File: config.mk
export PLATFORM = sky130hd
export DESIGN_NAME = bimux_serial_xfer
export DESIGN_NICKNAME = d
export VERILOG_FILES = /design/src/rtl/subleq_pkg.sv /design/src/rtl/bimux_serial_xfer.sv
export SDC_FILE = /design/constraint.sdc
export NUM_CORES = 1
export LEC_CHECK = 0
export ABC_AREA = 1
export CORE_UTILIZATION = 45
export CTS_BUF_LIST = sky130_fd_sc_hd__clkbuf_8 sky130_fd_sc_hd__clkbuf_16
export CTS_CLUSTER_DIAMETER = 80
export DETAILED_ROUTE_END_ITERATION = 12
export PLACE_DENSITY_LB_ADDON = 0.1
export SKIP_LAST_GASP = 1
export SLEW_MARGIN = 20
export SYNTH_ARGS = -nofsm -noshare
export SYNTH_HDL_FRONTEND = slang
export SYNTH_SLANG_ARGS = --single-unit
File: constraint.sdc
create_clock -name clk -period 1.65 [get_ports clk]
set_clock_uncertainty 0.15 [all_clocks]
set_input_delay 0.33 -clock clk [delete_from_list [all_inputs] [get_ports clk]]
set_output_delay 0.33 -clock clk [all_outputs]
set_load 0.02 [all_outputs]
File: src/rtl/subleq_pkg.sv
// Shared types and constants for the subleq bit-serial mux transfer sequencer.
package subleq_pkg;

    typedef enum logic [1:0] {
        IDLE  = 2'd0,
        SHIFT = 2'd1,
        DONE  = 2'd2
    } xfer_state_t;

    localparam logic XFER_DIR_READ  = 1'b0;
    localparam logic XFER_DIR_WRITE = 1'b1;

    localparam int DEFAULT_WIDTH = 8;

endpackage

File: src/rtl/bimux_serial_xfer.sv
// Bit-serial sequencer stepping the subleq 8x1 bidirectional mux through all legs to read or write a word.
// Optional read-parity checking is enabled with the BIMUX_XFER_PARITY_EN macro.
module bimux_serial_xfer
    import subleq_pkg::*;
#(
    parameter int WIDTH = DEFAULT_WIDTH,
    localparam int SEL_W = $clog2(WIDTH)
) (
    input  logic             clk,
    input  logic             rst_n,
    input  logic             start,
    input  logic             wr,
    input  logic [WIDTH-1:0] wdata,
    output logic             busy,
    output logic             done,
    output logic [WIDTH-1:0] rdata,
    output logic             mux_dir,
    output logic [SEL_W-1:0] mux_sel,
    input  logic             mux_bit_i,
    output logic             mux_bit_o,
    output logic             mux_bit_oe
`ifdef BIMUX_XFER_PARITY_EN
    ,
    output logic             rparity,
    output logic             perr
`endif
);

    localparam logic [SEL_W-1:0] LAST_SEL = SEL_W'(WIDTH - 1);

    xfer_state_t      state_reg, state_next;
    logic [SEL_W-1:0] cnt_reg, cnt_next;
    logic             wr_reg, wr_next;
    logic [WIDTH-1:0] wdata_reg, wdata_next;
    logic [WIDTH-1:0] shift_reg, shift_next;
    logic [WIDTH-1:0] rdata_reg;

    logic             busy_reg, busy_next;
    logic             done_reg, done_next;
    logic             mux_dir_reg, mux_dir_next;
    logic [SEL_W-1:0] mux_sel_reg, mux_sel_next;
    logic             bit_o_reg, bit_o_next;
    logic             oe_reg, oe_next;

    logic             sample_en;
    logic             capture_en;

    always_comb begin
        state_next = state_reg;
        cnt_next   = cnt_reg;
        wr_next    = wr_reg;
        wdata_next = wdata_reg;
        case (state_reg)
            IDLE: begin
                if (start) begin
                    state_next = SHIFT;
                    cnt_next   = '0;
                    wr_next    = wr;
                    wdata_next = wdata;
                end
            end
            SHIFT: begin
                if (cnt_reg == LAST_SEL) begin
                    state_next = DONE;
                end else begin
                    cnt_next = cnt_reg + 1'b1;
                end
            end
            DONE:    state_next = IDLE;
            default: state_next = IDLE;
        endcase
    end

    // Outputs are computed from the next state so they register in step with mux_sel.
    always_comb begin
        busy_next    = (state_next != IDLE);
        done_next    = (state_next == DONE);
        mux_sel_next = '0;
        mux_dir_next = XFER_DIR_READ;
        oe_next      = 1'b0;
        bit_o_next   = 1'b0;
        if (state_next == SHIFT) begin
            mux_sel_next = cnt_next;
            mux_dir_next = wr_next;
            oe_next      = (wr_next == XFER_DIR_WRITE);
            bit_o_next   = (wr_next == XFER_DIR_WRITE) ? wdata_next[cnt_next] : 1'b0;
        end
    end

    assign sample_en  = (state_reg == SHIFT) && (wr_reg == XFER_DIR_READ);
    assign capture_en = sample_en && (state_next == DONE);

    // The final bit is folded in combinationally so rdata is already valid in the done cycle.
    for (genvar gi = 0; gi < WIDTH; gi++) begin : g_shift
        assign shift_next[gi] = (sample_en && (cnt_reg == SEL_W'(gi))) ? mux_bit_i : shift_reg[gi];
    end

    always_ff @(posedge clk) begin
        if (!rst_n) begin
            state_reg   <= IDLE;
            cnt_reg     <= '0;
            wr_reg      <= XFER_DIR_READ;
            wdata_reg   <= '0;
            shift_reg   <= '0;
            rdata_reg   <= '0;
            busy_reg    <= 1'b0;
            done_reg    <= 1'b0;
            mux_dir_reg <= XFER_DIR_READ;
            mux_sel_reg <= '0;
            bit_o_reg   <= 1'b0;
            oe_reg      <= 1'b0;
        end else begin
            state_reg   <= state_next;
            cnt_reg     <= cnt_next;
            wr_reg      <= wr_next;
            wdata_reg   <= wdata_next;
            shift_reg   <= shift_next;
            busy_reg    <= busy_next;
            done_reg    <= done_next;
            mux_dir_reg <= mux_dir_next;
            mux_sel_reg <= mux_sel_next;
            bit_o_reg   <= bit_o_next;
            oe_reg      <= oe_next;
            if (capture_en) begin
                rdata_reg <= shift_next;
            end
        end
    end

    assign busy       = busy_reg;
    assign done       = done_reg;
    assign rdata      = rdata_reg;
    assign mux_dir    = mux_dir_reg;
    assign mux_sel    = mux_sel_reg;
    assign mux_bit_o  = bit_o_reg;
    assign mux_bit_oe = oe_reg;

`ifdef BIMUX_XFER_PARITY_EN
    logic rparity_reg;

    always_ff @(posedge clk) begin
        if (!rst_n) begin
            rparity_reg <= 1'b0;
        end else if (capture_en) begin
            rparity_reg <= ^shift_next;
        end
    end

    // The sender parks its parity bit on leg 0 while the mux is back at sel=0 in the done cycle.
    assign rparity = rparity_reg;
    assign perr    = done_reg && (rparity_reg != mux_bit_i);
`endif

endmodule

; Yosys cells after proc, flatten, opt, wreduce, memory -nomap -nowiden
; Cells that the tools add are included.
[totals]
ff_bits = 37
in_bits = 13
out_inout_bits = 16
elab_cells = 59
[classes]
addsub = 1
magnitude_cmp = 1
eq_ne = 10
mux = 20
bitwise_logic = 1
reduce_logical = 15
[ops]
columns = operator, n
row1 = $mux W8, 2
row2 = $eq A3 B3 Y1 const B, 4
row3 = $mux W1, 11
row4 = $logic_and A1 B1 Y1, 10
row5 = $eq A3 B2 Y1 const B, 2
row6 = $mux W3, 2
row7 = $pmux W3 S2, 1
row8 = $eq A2 B1 Y1 const B, 2
row9 = $lt A3 B4 Y1 const B, 1
row10 = $mux W2, 2
row11 = $pmux W2 S2, 1
row12 = $add A3 B1 Y3 const B, 1
row13 = $bmux W1 S3, 1
row14 = $eq A3 B1 Y1 const B, 1
row15 = $logic_not A3 Y1, 1
row16 = $reduce_and A3 Y1, 1
row17 = $eq A2 B2 Y1 const B, 1
row18 = $logic_not A2 Y1, 1
row19 = $reduce_and A2 Y1, 1
row20 = $reduce_bool A2 Y1, 1
row21 = $not A1 Y1, 1

; Depth between registers and ports, before layout
[depth]
word_depth = 5
depth_mapped = 11
mapped_depth_nobuf = 11

; Worst setup path before layout
; No wires, ideal clock.
[synth_timing]
path_type = register to register
startpoint = register cnt_reg[0]
endpoint = register bit_o_reg, in the netlist mux_bit_o
setup_ps = 113
arrival_time_ps = 1317
required_ps = 1387
slack_ps = 70
path_stages_with_launch = 12
path_buffers = 0
synth_period_minus_slack_ps = 1580
path_cell_list = dfxtp_1 ha_1 nand2_1 inv_1 nor2_2 nand2_2 nand2_1 nand2_1 nand3_1 nand2_1 nor2_1 nor2_1
[synth_via]
elab_chain_len = 5
elab_cells_between_ends = 11
cone_classes = add/sub: 1 / eq/ne: 2 / mux: 7 / reduce/logical: 1
[synth_rtl]
columns = item, line
row1 = "start, declared", bimux_serial_xfer.sv:32  ; logic [SEL_W-1:0] cnt_reg, cnt_next;
row2 = "start signal, assigned", bimux_serial_xfer.sv:114  ; cnt_reg <= cnt_next;
row3 = $add A3 B1 Y3 / $eq A3 B3 Y1 (equally long branches), "bimux_serial_xfer.sv:66, bimux_serial_xfer.sv:63"
row4 = $mux W3 / $mux W2 (equally long branches), bimux_serial_xfer.sv:63  ; if (cnt_reg == LAST_SEL) begin
row5 = $pmux W3 S2 / $pmux W2 S2 (equally long branches), bimux_serial_xfer.sv:53  ; case (state_reg)
row6 = $bmux W1 S3 / $eq A2 B1 Y1 (equally long branches), "bimux_serial_xfer.sv:86, bimux_serial_xfer.sv:82"
row7 = $mux W1 (not written as such) / $reduce_and A3 Y1 (equally long branches), n/a
row8 = "end signal, assigned", bimux_serial_xfer.sv:122  ; bit_o_reg <= bit_o_next;
row9 = "end, declared", bimux_serial_xfer.sv:42  ; logic bit_o_reg, bit_o_next;
; Several ways; a longest one is shown, not always the timed one. The select of a mux whose other input is x is not followed.
; A chain may end at the register's enable or synchronous reset.

; Final worst setup path
[layout_timing]
startpoint = register state_reg[0]
endpoint = register bit_o_reg, in the netlist mux_bit_o
[layout_via]
elab_chain_len = 4
elab_cells_between_ends = 12
cone_classes = eq/ne: 2 / mux: 8 / reduce/logical: 2
[layout_rtl]
columns = item, line
row1 = "start, declared", bimux_serial_xfer.sv:31  ; xfer_state_t state_reg, state_next;
row2 = "start signal, assigned", bimux_serial_xfer.sv:113  ; state_reg <= state_next;
row3 = $eq A2 B1 Y1 (tied with other cells), bimux_serial_xfer.sv:53
row4 = $pmux W3 S2 (tied with other cells), bimux_serial_xfer.sv:53
row5 = $bmux W1 S3 / $eq A2 B1 Y1 (equally long branches), "bimux_serial_xfer.sv:86, bimux_serial_xfer.sv:82"
row6 = $mux W1 (not written as such) / $reduce_and A3 Y1 (equally long branches), n/a
; Several ways; a longest one is shown, not always the timed one. The select of a mux whose other input is x is not followed.

==> results.sh <==
export IMPL_status="complete, no violations"
export IMPL_drt_first_pass_iters=4
export IMPL_syn_num_nets=211
export IMPL_placementRows=20
export IMPL_critical_path_top_delay_family="simple AND/OR/NAND/NOR gates"
export IMPL_synth_cells=194
export IMPL_grt_usage_pct=21.9
export IMPL_portBuffers=28
export IMPL_insertion_delay_ns=0.29
export IMPL_vias_per_cell=4.87
export IMPL_tritoncts="done"
export IMPL_finalHoldViolCount=0
export IMPL_path_class="flip-flop to flip-flop"
export IMPL_critical_path_required_ns=1.69
export IMPL_place_hpwl_um=2370
export IMPL_cp_slowest_cell="dfxtp_4"
export IMPL_fin_total_pwr_mw=1.84
export IMPL_period_share_pct=96.2
export IMPL_power_density_nw_per_um2=840
export IMPL_peakVddDrop_mv=0.599
export IMPL_rsz0062_at_grt="true"
export IMPL_cts_hold_buf=0
export IMPL_cts_made_buffers=5
export IMPL_chipWidth_um=59.7
export IMPL_synthTopCellsByArea="dfxtp_1, nor2_1, nand2_1"
export IMPL_dp_slack_ns=-0.318
export IMPL_synth_top_area_cell="dfxtp_1"
export IMPL_route_detailed_drc=0
export IMPL_worst_slew_pin_slew_ns=0.291
export IMPL_final_cell_mix="nor2_1, dfxtp_1, nand2_1, inv_1, buf_4"
export IMPL_cap_violations=0
export IMPL_switchingPower_uw=480
export IMPL_avgSynthCellArea_um2=7.73
export IMPL_ys_flop_type="dfxtp_1"
export IMPL_slew_headroom_pct=80.6
export IMPL_synth_edff_count=0
export IMPL_hold_path_class="flip-flop to flip-flop"
export IMPL_crit_buf_inv=0
export IMPL_grt_pass1_vias=1286
export IMPL_cp_arrival_ns=1.62
export IMPL_p_seq_share_pct=49.9
export IMPL_antenna_found_initial=0
export IMPL_core_area_um2=3100
export IMPL_synth_top_area_share_pct=48.1
export IMPL_first_iter_violations=83
export IMPL_vias=1431
export IMPL_cp_max_fo=8
export IMPL_antenna_left=0
export IMPL_final_common_cell="nor2_1"
export IMPL_synth_seq_cells=36
export IMPL_start_util_pct=48.3
export IMPL_die_y_um=59.7
export IMPL_pin_count=29
export IMPL_fmax_ghz=0.630
export IMPL_post_route_min_period_ns=1.59
export IMPL_globalplace_congestion=0.802
export IMPL_p_int_mw=1.36
export IMPL_fin_ws_ns=0.0634
export IMPL_nets=266
export IMPL_syn_to_final_growth_pct=46.2
export IMPL_drt_total_wl_um=3740
export IMPL_pwr_share_clk_pct=34.3
export IMPL_combPwrFrac_pct=15.9
export IMPL_yosysSeqAreaShare_pct=48.1
export IMPL_slew_viol_final=0
export IMPL_layout_drive_gt1_share_pct=28.4
export IMPL_multi_input_area_um2=756
export IMPL_switching_share_pct=26.1
export IMPL_globalRouteOverflowTotal=0
export IMPL_synth_cell_types=24
export IMPL_post_drt_wl_per_cell_um=12.7
export IMPL_clkTransAtPathRegs_ns=0.07
export IMPL_async_flop_share_pct=0
export IMPL_num_antenna_cells=0
export IMPL_register_area_um2=728
export IMPL_end_kind="flip-flop"
export IMPL_cts_root_buf="clkbuf_8"
export IMPL_fill_cells=276
export IMPL_setup_viol=0
export IMPL_dieArea_um2=3570
export IMPL_grt_max_degree=17
export IMPL_slowest_delay_ns=0.37
export IMPL_ys_warnings_count=0
export IMPL_grt_pass1_wl_um=5610
export IMPL_crit_path_start_kind="flip-flop"
export IMPL_h_tree_depth=2
export IMPL_synth_area_um2=1500
export IMPL_cts_sinks=36
export IMPL_cts_buffer_depth=2
export IMPL_cellLeakagePower_nw=1.10
export IMPL_crit_chain="nor2_4, nand2_2, o21ai_1, nand2_1, nand3_1, nand2_1, nor2_1, nor2_1"
## final timing paths
path,slack [ns],cells past startpoint,to,from
setup / recovery,0.06,8,mux_bit_o$_SDFF_PN0_,state_reg[0]$_SDFF_PN0_
hold / removal,0.33,2,shift_reg[2]$_SDFF_PN0_,shift_reg[2]$_SDFF_PN0_
setup reg to reg,0.06,8,mux_bit_o$_SDFF_PN0_,state_reg[0]$_SDFF_PN0_
hold reg to reg,0.33,2,shift_reg[2]$_SDFF_PN0_,shift_reg[2]$_SDFF_PN0_
## synth_stat cells (all sizes together), types with 2 or more instances
| master | instances |
|---|---|
| o211ai | 7 |
| nand3 | 19 |
| a21oi | 9 |
| inv | 28 |
| buf | 3 |
| clkbuf | 3 |
| o21ai | 6 |
| nand3b | 2 |
| nor3 | 2 |
| nor2 | 36 |
| nand2 | 36 |
| ha | 4 |
| dfxtp | 36 |
## through the flow
stage / setup TNS, ns / hold slack [ns] / cell area (µm²) / instances / utilization [%]
4_1_cts: 0 / 0.335 / 2010 / 286 / 64.7
3_3_place_gp: -0.848 / 0.309 / 1920 / 277 / 61.9
6_report: 0 / 0.334 / 2190 / 294 / 70.6
2_1_floorplan: 0 / 0.297 / 1500 / 194 / -
5_1_grt: -0.116 / 0.375 / 2190 / 294 / 70.6
3_5_place_dp: -1.28 / 0.318 / 1920 / 277 / 61.9
## power by group through the flow
stage	clock network, mW	logic (mW)	registers [mW]
finish	0.630	0.292	0.918
detailed placement	0	0.253	0.933
global placement	0	0.246	0.932
floorplan	0	0.142	0.940
CTS	0.653	0.254	0.914
global route	0.692	0.323	0.919
## worst min-delay path: cells and delay by family, from the launching register on
| family | cells | cell delay, ns |
|---|---|---|
| DFF | 1 | 0.32 |
| and+or+nand+nor | 1 | 0.07 |
| AOI/OAI and AO/OA | 1 | 0.05 |
## layout make-up
class	instances	share of cell area, %
Clock inverter	2	0.343
Sequential cell	36	33.2
Inverter	28	4.91
Multi-Input combinational cell	125	34.5
Timing Repair Buffer	53	20.7
Clock buffer	6	3.77
Tap cell	44	2.51
## repair_timing
action,4_1_cts,5_1_grt
resized for setup,20,36
pin swaps,2,12
cloned,0,1
buffers inserted,1,7
hold endpoints to repair,0,0
setup endpoints to repair,17,8
## routing by layer
metal	global-route usage [%]	part of all wire, %	vias to the layer above	wire length (µm)
met3	7.79	5.9	5	219
met2	33.5	50	42	1850
met4	13.3	1.8	0	66
li1	-	-	723	-
met1	26.3	43	661	1600
met5	0	0	-	0
## cells by family (layout without fill, tap and decap cells)
logic type	Yosys count	after routing	synth area share, %
buffers and inverters	34	89	9.77
DFF	36	36	48.1
muxes	1	1	0.668
AOI/OAI and AO/OA	23	23	9.01
and+or+nand+nor	96	97	29.1
adders and majority gates	4	4	3.34
(Power assumes the default switching activity.)
